`src/rtl/imem_fetch_responder.sv`:
```
// Instruction-memory fetch responder: accepts PC-stage byte addresses, reads a
// word-addressed instruction store and returns {instr, addr, fault} through a 2-entry FIFO.
module imem_fetch_responder #(
    parameter int ADDR_W     = 8,
    parameter int DATA_W     = 32,
    parameter int DEPTH      = 64,
    parameter int FIFO_DEPTH = 2
) (
    input  logic              clk,
    input  logic              rst_n,
    input  logic              req_valid,
    output logic              req_ready,
    input  logic [ADDR_W-1:0] req_addr,
    input  logic              flush,
    output logic              resp_valid,
    input  logic              resp_ready,
    output logic [DATA_W-1:0] resp_instr,
    output logic [ADDR_W-1:0] resp_addr,
    output logic              resp_fault,
    input  logic              wr_en,
    input  logic [ADDR_W-1:0] wr_addr,
    input  logic [DATA_W-1:0] wr_data
);

    localparam int IDX_W  = ADDR_W - 2;
    localparam int MEM_AW = $clog2(DEPTH);
    localparam logic [IDX_W:0] DEPTH_L  = (IDX_W + 1)'(DEPTH);
    localparam logic [1:0]     FULL_CNT = 2'(FIFO_DEPTH);

    function automatic logic idx_oob(input logic [IDX_W-1:0] idx);
        return ({1'b0, idx} >= DEPTH_L);
    endfunction

    function automatic logic req_fault(input logic [ADDR_W-1:0] addr);
        return (addr[1:0] != 2'b00) || idx_oob(addr[ADDR_W-1:2]);
    endfunction

    logic [DATA_W-1:0] mem_q [DEPTH];

    logic [DATA_W-1:0] instr_q [2];
    logic [DATA_W-1:0] instr_d [2];
    logic [ADDR_W-1:0] addr_q  [2];
    logic [ADDR_W-1:0] addr_d  [2];
    logic [1:0]        fault_q;
    logic [1:0]        fault_d;
    logic              rd_ptr_q, rd_ptr_d;
    logic              wr_ptr_q, wr_ptr_d;
    logic [1:0]        count_q, count_d;

    logic [IDX_W-1:0]  rd_idx_s;
    logic [IDX_W-1:0]  wr_idx_s;
    logic              rd_fault_s;
    logic [DATA_W-1:0] rd_word_s;
    logic              push_s;
    logic              pop_s;
    logic              unused_s;

    assign rd_idx_s   = req_addr[ADDR_W-1:2];
    assign wr_idx_s   = wr_addr[ADDR_W-1:2];
    assign rd_fault_s = req_fault(req_addr);
    assign unused_s   = ^wr_addr[1:0];

    // A flush frees the whole buffer, so the redirect target can always enter.
    assign req_ready  = flush || (count_q < FULL_CNT);
    assign resp_valid = (count_q != 2'd0);
    assign push_s     = req_valid && req_ready;
    assign pop_s      = resp_valid && resp_ready && !flush;

    // Store read; faulting fetches return a NOP word.
    always_comb begin
        rd_word_s = {DATA_W{1'b0}};
        if (rd_fault_s) begin
            rd_word_s = {DATA_W{1'b0}};
        end else begin
            rd_word_s = mem_q[rd_idx_s[MEM_AW-1:0]];
        end
    end

    // Program-load write port; the fetch path sees the pre-edge contents.
    always_ff @(posedge clk) begin
        if (wr_en && !idx_oob(wr_idx_s)) begin
            mem_q[wr_idx_s[MEM_AW-1:0]] <= wr_data;
        end
    end

    // FIFO next-state: flush resets the buffer and keeps only a same-cycle push.
    always_comb begin
        instr_d  = instr_q;
        addr_d   = addr_q;
        fault_d  = fault_q;
        rd_ptr_d = rd_ptr_q;
        wr_ptr_d = wr_ptr_q;
        count_d  = count_q;
        if (flush) begin
            rd_ptr_d = 1'b0;
            if (push_s) begin
                instr_d[0] = rd_word_s;
                addr_d[0]  = req_addr;
                fault_d[0] = rd_fault_s;
                wr_ptr_d   = 1'b1;
                count_d    = 2'd1;
            end else begin
                wr_ptr_d = 1'b0;
                count_d  = 2'd0;
            end
        end else begin
            if (push_s) begin
                instr_d[wr_ptr_q] = rd_word_s;
                addr_d[wr_ptr_q]  = req_addr;
                fault_d[wr_ptr_q] = rd_fault_s;
                wr_ptr_d          = ~wr_ptr_q;
            end else begin
                wr_ptr_d = wr_ptr_q;
            end
            if (pop_s) begin
                rd_ptr_d = ~rd_ptr_q;
            end else begin
                rd_ptr_d = rd_ptr_q;
            end
            case ({push_s, pop_s})
                2'b10:   count_d = count_q + 2'd1;
                2'b01:   count_d = count_q - 2'd1;
                default: count_d = count_q;
            endcase
        end
    end

    // FIFO state registers.
    always_ff @(posedge clk or negedge rst_n) begin
        if (!rst_n) begin
            for (int i = 0; i < 2; i++) begin
                instr_q[i] <= {DATA_W{1'b0}};
                addr_q[i]  <= {ADDR_W{1'b0}};
            end
            fault_q  <= 2'b00;
            rd_ptr_q <= 1'b0;
            wr_ptr_q <= 1'b0;
            count_q  <= 2'd0;
        end else begin
            instr_q  <= instr_d;
            addr_q   <= addr_d;
            fault_q  <= fault_d;
            rd_ptr_q <= rd_ptr_d;
            wr_ptr_q <= wr_ptr_d;
            count_q  <= count_d;
        end
    end

    // Head presentation; outputs are forced to zero when the buffer is empty.
    always_comb begin
        resp_instr = {DATA_W{1'b0}};
        resp_addr  = {ADDR_W{1'b0}};
        resp_fault = 1'b0;
        if (resp_valid) begin
            resp_instr = instr_q[rd_ptr_q];
            resp_addr  = addr_q[rd_ptr_q];
            resp_fault = fault_q[rd_ptr_q];
        end else begin
            resp_instr = {DATA_W{1'b0}};
            resp_addr  = {ADDR_W{1'b0}};
            resp_fault = 1'b0;
        end
    end

endmodule

```
`config.mk`:
```
export PLATFORM = sky130hd
export DESIGN_NAME = imem_fetch_responder
export DESIGN_NICKNAME = d
export VERILOG_FILES = /design/src/rtl/imem_fetch_responder.sv
export SDC_FILE = /design/constraint.sdc
export NUM_CORES = 2
export LEC_CHECK = 0
export CAP_MARGIN = 20
export CORE_ASPECT_RATIO = 0.9
export CORE_UTILIZATION = 35
export DETAILED_ROUTE_END_ITERATION = 7
export GPL_TIMING_DRIVEN = 0
export PLACE_DENSITY_LB_ADDON = 0.08
export SLEW_MARGIN = 20
export SYNTH_ARGS = -nofsm -noshare
export SYNTH_HDL_FRONTEND = slang
export SYNTH_SLANG_ARGS = --single-unit
```
`constraint.sdc`:
```
create_clock -name clk -period 2.2 [get_ports clk]
set_input_delay 0.66 -clock clk [delete_from_list [all_inputs] [get_ports clk]]
set_output_delay 0.66 -clock clk [all_outputs]
set_load 0.005 [all_outputs]
```
==> flow_summary_export.csv <==
group,metric,value,unit
timing,hold_violations,0,
placed_design,routabilityCongestion,0.8324,
power,p_leak,34.01,nW
finish,nets,4569,
worst_setup_path,crit_slowest_cell,"dfrtp_4",
power,p_comb_share,8.0,%
timing,clock.fmax,333.7,MHz
yosys,synth_top_area_share,74.71,%
yosys,yosysTopAreaCell,"edfxtp_1",
placed_design,dp.final_hpwl,185300,um
global_route,grt_max_degree,65,
yosys,syn_area,82320,um2
worst_setup_path,worstPathRequired,1540,ps
power,ir_drop,0.6821,mV
yosys,ys_seq_area_share,77.32,%
timing,slew_violations,0,
worst_setup_path,arrival,2340,ps
route,drc,0,
worst_setup_path,timing_worst_setup_path_type,"reg -> out",
route,drtAntennaViolNets,0,
yosys,yosysUniqueCellTypes,43,
die,pin_count,97,
clocking,clk_pin_slew,60,ps
finish,drive_above_1_share,34.85,%
route,drt_iter0_drc,5213,
clocking,clock_latency,860,ps
clocking,cts_tree,"done",
power,p_sw_share,22.96,%
route,via_per_inst,5.516,
worst_setup_path,start_kind,"register",
route,drt_wl_total,270300,um
worst_setup_path,endpoint_kind,"primary output",
power,p_int,68.94,mW
yosys,async_flop_share,4.030,%
timing,layout_min_cycle_time,2997,ps
die,chipHeight,462.1,um
yosys,syn_avg_cell_area,21.41,um2
die,die-area,237100,um2
worst_setup_path,max_stage_delay,570,ps
worst_setup_path,cp_max_fo,7,
timing,finalCritPeriodShare,136.2,%
power,p_switching,20.54,mW
die,die_w,513.2,um
yosys,ys_top_cells_by_area,"edfxtp_1 (75%), mux4_2 (12%), mux2i_1 (3.8%)",
timing,setup_ws,-796.9,ps
power,p_per_area,863.6,nW/um2
die,start_util,35.28,%
global_route,antenna_found_initial,31,
yosys,synth_edf_count,2048,
power,seqPwrFrac,50.6,%
finish,multiInputGateArea,19350,um2
power,p_clk_share,41.4,%
route,firstDrtPassIters,5,
global_route,overflow,0,
yosys,synth_nets,3899,
yosys,syn-instance-count,3845,
global_route,grt_usage,22.70,%
global_route,grt_pass1_wl,365100,um
clocking,cts.sinks,2134,
worst_setup_path,crit_top_cell,"buf_12",
placed_design,port_buffers,85,
route,vias,42900,
global_route,first_global_vias,41730,
die,fp-row-count,168,
flow_run,max_cap_violations,0,
timing,maxSlewHeadroom,29.83,%
yosys,ys.flop_type,"edfxtp_1",
route,post_drt_wl_per_cell,34.75,um
worst_hold_path,hold_class,"in -> reg",
timing,skew,31.58,ps
timing,setup_viol,114,
clocking,cts_max_level,4,
worst_setup_path,path_cells,"buf_12, buf_12, mux2i_2, nor2_4, buf_2",
yosys,ys_ff_latch,2134,
yosys,ys_warn_count,0,
finish,regArea,63660,um2
run_status,violations,"negative setup slack",
timing,rsz0062_at_grt,"yes",
clocking,clk_path_buf_depth,3,
power,finalPower,89.48,mW
clocking,cts_buffers,227,
finish,area_growth,25.87,%
timing,hold_ws,74.32,ps
timing,worst_slew_pin_slew,1049,ps
clocking,cts_root_buf,"clkbuf_16",
finish,fill_cells,19850,
run_status,status,"finished with violations",
die,core,233300,um2
==> kinds of logic after synthesis <==
group,synth area share (%)
flip-flops,77.32
multiplexers,16.08
AND/OR/NAND/NOR,2.155
AO/OA/AOI/OAI,3.005
buffers and inverters,1.411
XOR/XNOR,0.02128
==> layer usage <==
metal	GRT usage (%)	wire length (um)
met1	34.50	125900
met5	0	35
met4	5.538	6801
met2	33.85	119900
met3	3.777	17640
==> state kept, by name, summed over array words and instances (netlist names) <==
signal    flops
count_q       2
addr_q       16
wr_ptr_q      1
instr_q      64
rd_ptr_q      1
fault_q       2
mem_q      2048
==> through the flow <==
| stage | std cells | setup WS, ps | area (um2) | util, % | setup TNS [ps] |
|---|---|---|---|---|---|
| floorplan | 3845 | -498.0 | 82810 | - | -472180 |
| global placement | 6990 | -3098 | 87490 | 37.50 | -7891480 |
| detailed placement | 7137 | -3084 | 91060 | 39.03 | -2357900 |
| CTS | 7729 | -870.1 | 102600 | 43.99 | -36860 |
| global route | 7768 | -813.3 | 103600 | 44.40 | -37950 |
| finish | 7777 | -796.9 | 103600 | 44.41 | -35320 |
==> power by group through the flow <==
stage	combinational, mW	clock (mW)	sequential, mW
2_1_floorplan	2.64	0	46.0
3_3_place_gp	5.56	0	46.2
3_5_place_dp	5.84	0	46.0
4_1_cts	6.97	37.8	45.3
5_1_grt	7.43	39.3	45.3
6_report	7.13	37.1	45.3
==> cells in the final DEF, fill, tap and decap left out, drive strengths merged, types with 15 or more instances in the layout <==
cell,n
edfxtp,2048
clkbuf,418
a21oi,97
nand4,32
nor2,124
mux2,21
a32oi,31
a221o,60
mux2i,309
nand2,82
clkinv,105
nand3,75
mux4,440
bufinv,15
a22o,60
a22oi,68
nor2b,41
dfrtp,86
buf,537
==> final cells by class <==
cell class / instances / area share [%]
inverters: 2 / 0.01087
clock buffers: 296 / 5.822
diodes: 11 / 0.02657
plain buffers: 226 / 2.540
repair buffers: 445 / 6.725
well taps: 3060 / 3.695
clock inverters: 124 / 1.069
multi-input cells: 1479 / 18.67
flip-flops and latches: 2134 / 61.44
==> final timing paths <==
path | cells after the start | end | startpoint | slack [ps]
setup / recovery | 5 | resp_addr[6] | rd_ptr_q | -800
hold / removal | 1 | mem_q[56][31] | wr_data[31] | 70
setup reg to reg | 6 | instr_q[52] | mem_q[7][20] | -30
hold reg to reg | 1 | addr_q[11] | addr_q[11] | 510
max in group asynchronous | 3 | addr_q[12] | rst_n | 1300
min in group asynchronous | 2 | instr_q[33] | rst_n | 280
==> cells in the mapped netlist (all sizes together), types with 3 or more instances <==
library cell / n
clkbuf: 121
dfrtp: 86
edfxtp: 2048
a21oi: 97
a221o: 60
nand2b: 3
a22o: 60
buf: 109
nand3: 75
nand2: 82
mux2: 21
a32oi: 31
nor2b: 41
nor3: 5
nor2: 124
mux2i: 309
mux4: 440
nand4: 32
a22oi: 68
o21ai: 6
nand3b: 7
==> worst max-delay path: cells and delay by family (launching register included) <==
kind	cells	cell delay, ps
and+or+nand+nor	1	260
DFF	1	570
muxes	1	160
buffers and inverters	3	490
==> what timing repair did <==
item / CTS / global route
buffers inserted: 163 / 31
gates resized for setup: 871 / 112
hold buffers: 2 / 0
pin swaps: 147 / 116
setup endpoints to repair: 1377 / 311
gates cloned: 11 / 10
hold endpoints to repair: 40 / 0
No activity file was read; power rests on OpenSTA's default activity.
